File: src/rtl/pc_sequencer.sv
// ============================================================================
// Module      : pc_sequencer
// Description : Fetch PC owner and pipeline-advance sequencer for a 5-stage
//               core (DX redirects, load-use bubbles, multdiv stalls).
//               Optional macro PC_SEQ_STATS_EN adds redirect/stall counters.
// Revision    : 1.0 - initial release
// ============================================================================
`default_nettype none
`timescale 1ns/1ps

module pc_sequencer #(
  parameter int                     PC_WIDTH      = 32,
  parameter logic [PC_WIDTH-1:0]    RESET_PC      = '0,
  parameter int                     MD_MAX_CYCLES = 40
) (
  input  logic                clock,
  input  logic                reset,
  input  logic                branch_jump_taken,
  input  logic [PC_WIDTH-1:0] ctrl_PC,
  input  logic                load_use_hazard,
  input  logic                md_start,
  input  logic                md_ready,
  output logic [PC_WIDTH-1:0] pc_out,
  output logic                pc_we,
  output logic                fd_we,
  output logic                dx_we,
  output logic                flush_fd,
  output logic                flush_dx,
  output logic                md_stall,
  output logic                md_timeout
`ifdef PC_SEQ_STATS_EN
  ,
  output logic [15:0]         redirect_count,
  output logic [15:0]         stall_count
`endif
);

  localparam int              CNT_W  = $clog2(MD_MAX_CYCLES + 1);
  localparam logic [CNT_W-1:0] MD_MAX = CNT_W'(MD_MAX_CYCLES);

  typedef enum logic [0:0] {
    ST_RUN     = 1'b0,
    ST_MD_WAIT = 1'b1
  } state_t;

  state_t              state_q,   state_d;
  logic [PC_WIDTH-1:0] pc_q,      pc_d;
  logic [CNT_W-1:0]    md_cnt_q,  md_cnt_d;
  logic                timeout_q, timeout_d;

  always_comb begin
    state_d   = state_q;
    pc_d      = pc_q;
    md_cnt_d  = md_cnt_q;
    timeout_d = timeout_q;
    pc_we     = 1'b0;
    fd_we     = 1'b0;
    dx_we     = 1'b0;
    flush_fd  = 1'b0;
    flush_dx  = 1'b0;
    md_stall  = 1'b0;

    case (state_q)
      ST_RUN: begin
        if (branch_jump_taken) begin
          // Younger instrs in FD/DX are on the wrong path; squash both
          pc_we    = 1'b1;
          fd_we    = 1'b1;
          dx_we    = 1'b1;
          flush_fd = 1'b1;
          flush_dx = 1'b1;
          pc_d     = ctrl_PC;
        end else if (md_start) begin
          md_stall = 1'b1;
          state_d  = ST_MD_WAIT;
          md_cnt_d = CNT_W'(1);
        end else if (load_use_hazard) begin
          dx_we    = 1'b1;
          flush_dx = 1'b1;
        end else begin
          pc_we = 1'b1;
          fd_we = 1'b1;
          dx_we = 1'b1;
          pc_d  = pc_q + PC_WIDTH'(1);
        end
      end

      ST_MD_WAIT: begin
        if (md_ready || (md_cnt_q == MD_MAX)) begin
          // Forced release on timeout behaves exactly like a normal ready
          pc_we    = 1'b1;
          fd_we    = 1'b1;
          dx_we    = 1'b1;
          pc_d     = pc_q + PC_WIDTH'(1);
          state_d  = ST_RUN;
          md_cnt_d = '0;
          if (!md_ready) begin
            timeout_d = 1'b1;
          end
        end else begin
          md_stall = 1'b1;
          md_cnt_d = md_cnt_q + CNT_W'(1);
        end
      end

      default: begin
        state_d  = ST_RUN;
        md_cnt_d = '0;
      end
    endcase
  end

  always_ff @(posedge clock) begin
    if (reset) begin
      state_q   <= ST_RUN;
      pc_q      <= RESET_PC;
      md_cnt_q  <= '0;
      timeout_q <= 1'b0;
    end else begin
      state_q   <= state_d;
      pc_q      <= pc_d;
      md_cnt_q  <= md_cnt_d;
      timeout_q <= timeout_d;
    end
  end

  assign pc_out     = pc_q;
  assign md_timeout = timeout_q;

`ifdef PC_SEQ_STATS_EN
  logic [15:0] redirect_cnt_q, redirect_cnt_d;
  logic [15:0] stall_cnt_q,    stall_cnt_d;

  always_comb begin
    redirect_cnt_d = redirect_cnt_q;
    stall_cnt_d    = stall_cnt_q;
    if ((state_q == ST_RUN) && branch_jump_taken && (redirect_cnt_q != 16'hFFFF)) begin
      redirect_cnt_d = redirect_cnt_q + 16'd1;
    end
    if (!pc_we && (stall_cnt_q != 16'hFFFF)) begin
      stall_cnt_d = stall_cnt_q + 16'd1;
    end
  end

  always_ff @(posedge clock) begin
    if (reset) begin
      redirect_cnt_q <= 16'd0;
      stall_cnt_q    <= 16'd0;
    end else begin
      redirect_cnt_q <= redirect_cnt_d;
      stall_cnt_q    <= stall_cnt_d;
    end
  end

  assign redirect_count = redirect_cnt_q;
  assign stall_count    = stall_cnt_q;
`endif

endmodule

`default_nettype wire
File: config.mk
export PLATFORM = sky130hd
export DESIGN_NAME = pc_sequencer
export DESIGN_NICKNAME = d
export VERILOG_FILES = /design/src/rtl/pc_sequencer.sv
export SDC_FILE = /design/constraint.sdc
export NUM_CORES = 1
export LEC_CHECK = 0
export CORE_MARGIN = 5
export CORE_UTILIZATION = 47
export DETAILED_ROUTE_END_ITERATION = 10
export PLACE_DENSITY_LB_ADDON = 0.08
export SLEW_MARGIN = 10
export SYNTH_ARGS = -nofsm -noshare
export SYNTH_HDL_FRONTEND = slang
export SYNTH_SLANG_ARGS = --single-unit
File: constraint.sdc
create_clock -name clock -period 2.5 [get_ports clock]
set_input_delay 0.5 -clock clock [delete_from_list [all_inputs] [get_ports clock]]
set_output_delay 0.5 -clock clock [all_outputs]
set_load 0.005 [all_outputs]
==> results.toml <==
[die]
dieHeight_um = 83.6
fp.dieW_um = 83.6
initial_core_util = 0.493
fp-row-count = 26
io-pin-count = 77
die-area_um2 = 6990
core_region_area_um2 = 5170

[pwr]
p_leak_uw = 0.00135
power_density_nw_per_um2 = 444
power_uw = 1620
irDropWorstVdd_v = 0.000236

[global_route]
track_usage = 0.222
grt_pass1_wl_um = 13100
grt_max_degree = 62
grt_overflow = 0
grt_antenna_before_repair = 0
first_global_vias = 2740

[hold_path]
min_from = "md_timeout$_SDFFE_PP0P_"
hold_path_class = "register to register"
min_to = "md_timeout$_SDFFE_PP0P_"
holdPathStages = 2

[timing]
finalClockSkew_ns = 0.00485
setup_slack_ns = 0.112
fmax_ghz = 0.419
rsz0062_at_grt = "yes"
hold_viol = 0
min_period_ns = 2.39
final-setup-viol-count = 0
slew_viol_final = 0
post-route-period-util = 0.955
tightest_slew_ns = 0.588
maxSlewHeadroom = 0.604
setup_tns_ns = 0

[logic_synthesis]
yosysUniqueCellTypes = 56
synth_edf_count = 0
ys_top_cells_by_count = "dfxtp_1 (40), nand2_1 (37), a21oi_1 (30)"
synth_area_leaders = "dfxtp_1 (31%), a21oi_1 (5.9%), nand2_1 (5.5%)"
ys_seq_elements = 40
ys_seq_area_frac = 0.314
synthCells = 332
synth.top_cell.area_share = 0.314
synth_largest_area_cell = "dfxtp_1"
synth_nets = 373
synth_warnings = 0
synth_most_common_cell = "dfxtp_1"
syn_avg_cell_area_um2 = 7.67
synthFlopType = "dfxtp_1"
synthArstFlopShare = 0
syn-cell-area_um2 = 2550

[placed_design]
gp_congestion = 0.844
portBuffers = 76
place_ws_ns = -0.138
hpwl_um = 5420

[setup_path]
critical_path_class = "register to primary output"
required_ns = 2.00
rr_endpoint = "pc_out[31]$_SDFFE_PP0P_"
cp_cell_sequence = "inv_1 -> ha_1 -> nand2b_1 -> nor2_1 -> nor3_2 -> o22ai_2 -> clkdlybuf4s50_1"
slowest_delay_ns = 0.46
worstRegToRegCells = 14
crit_arrival_ns = 1.89
reg2reg_slack_ns = 0.14
r2r_start = "md_cnt_q[0]$_SDFFE_PP0P_"
slowest_stage = "clkdlybuf4s50_1"
crit_fanout = 4
cp-start-kind = "register"
cp-end-kind = "primary output"

[layout]
antenna_cells = 0
fill_cells = 413
area_growth_pct = 43.5
multi_input_area_um2 = 1630
final_nets = 462
drive_above_1_share = 0.130
final_util = 0.707
seq_area_um2 = 802

[clocking]
clk_pin_slew_ns = 0.08
worstSkewPairLatency_ns = 0.30
cts_htree_levels = 2
cts_root_buffer = "clkbuf_8"
cts_buffers = 5
cts_hold_buf = 0
clock_path_buffers = 2
cts_tree = "done"
clock-sinks = 40

[route]
wl_per_cell_um = 16.2
drc = 0
routed-via-count = 2948
avgViaCountPerCell = 5.99
drt_iter0_drc = 176
firstDrtPassIters = 5
wirelength_um = 7970
postRouteAntennaNets = 0

[run]
max_cap_violations = 0

[outcome]
status = "finished clean"
-- worst max-delay path by stage --
stage	startpoint	to	slack (ns)	depth (start not counted)
CTS	md_cnt_q[0]$_SDFFE_PP0P_	dx_we	0.01	7
global placement	load_use_hazard	pc_we	-0.14	6
detailed placement	load_use_hazard	pc_we	-0.14	6
floorplan	md_start	pc_we	0.25	7
global route	md_cnt_q[0]$_SDFFE_PP0P_	pc_out[31]$_SDFFE_PP0P_	-0.005	14
finish	md_cnt_q[1]$_SDFFE_PP0P_	dx_we	0.11	7
-- flip-flops by register name (all words and copies together) (netlist names) --
register	flops
md_cnt_q	6
md_timeout	1
pc_out	32
state_q	1
-- where the power goes --
part           switching (µW)  internal [µW]
clock network             233            226
registers                66.2            681
logic                     185            234
total                     484           1140
-- critical path: cells and delay by family, from the launching register on --
| family | cells | cell delay (ns) |
|---|---|---|
| AO/OA/AOI/OAI | 1 | 0.11 |
| adder cells (fa/ha/maj) | 1 | 0.17 |
| buffers and inverters | 2 | 0.52 |
| flip-flops | 1 | 0.38 |
| AND/OR/NAND/NOR | 3 | 0.41 |
-- metal layers --
layer,track usage,wire length [µm],up-vias
met5,0,0,-
met4,0.0512,93,0
met3,0.0513,576,13
met2,0.373,3740,129
met1,0.287,3570,1372
li1,-,-,1434
-- repair_timing --
| item | in CTS | in global routing |
|---|---|---|
| setup buffers | 7 | 0 |
| pin swaps | 3 | 5 |
| endpoints found under the setup margin | 4 | 4 |
| gates resized for setup | 4 | 14 |
| gates cloned | 0 | 0 |
-- layout make-up --
| class | instances | area share |
|---|---|---|
| well taps | 70 | 0.0240 |
| multi-input cells | 260 | 0.445 |
| flip-flops and latches | 40 | 0.219 |
| repair buffers | 103 | 0.275 |
| inverters | 11 | 0.0113 |
| clock buffers | 8 | 0.0246 |
-- cell families after synthesis --
group | count (synthesis) | share of synthesized area
AO/OA/AOI/OAI | 109 | 0.275
adder cells (fa/ha/maj) | 3 | 0.0147
buffers and inverters | 32 | 0.0555
flip-flops | 40 | 0.314
multiplexers | 1 | 0.00393
AND/OR/NAND/NOR | 147 | 0.336
-- stage by stage --
step | hold slack, ns | std cells | instance area, µm²
final | 0.490 | 492 | 3650
after global routing | 0.538 | 492 | 3650
after CTS | 0.502 | 493 | 3630
after detailed placement | 0.473 | 478 | 3480
after global placement | 0.470 | 478 | 3480
after floorplan | 0.458 | 332 | 2550
-- layout by cell type, fill, tap and decap left out, types with 3 or more instances in the layout --
cell,n
nand4_4,3
o21ai_0,21
a22oi_1,13
nor2_1,29
and3_1,4
or4_1,7
dlymetal6s2s_1,5
nand4_1,7
o31ai_1,5
dfxtp_1,39
ha_1,3
nand2_1,36
nand3_1,20
nand2b_1,3
a21oi_1,29
o41ai_1,3
a31oi_1,17
clkbuf_8,6
or3_1,5
inv_1,8
and4_1,3
buf_4,23
a311oi_1,3
clkdlybuf4s50_1,69
inv_2,3
nand3b_1,5
(Power assumes the default switching activity.)
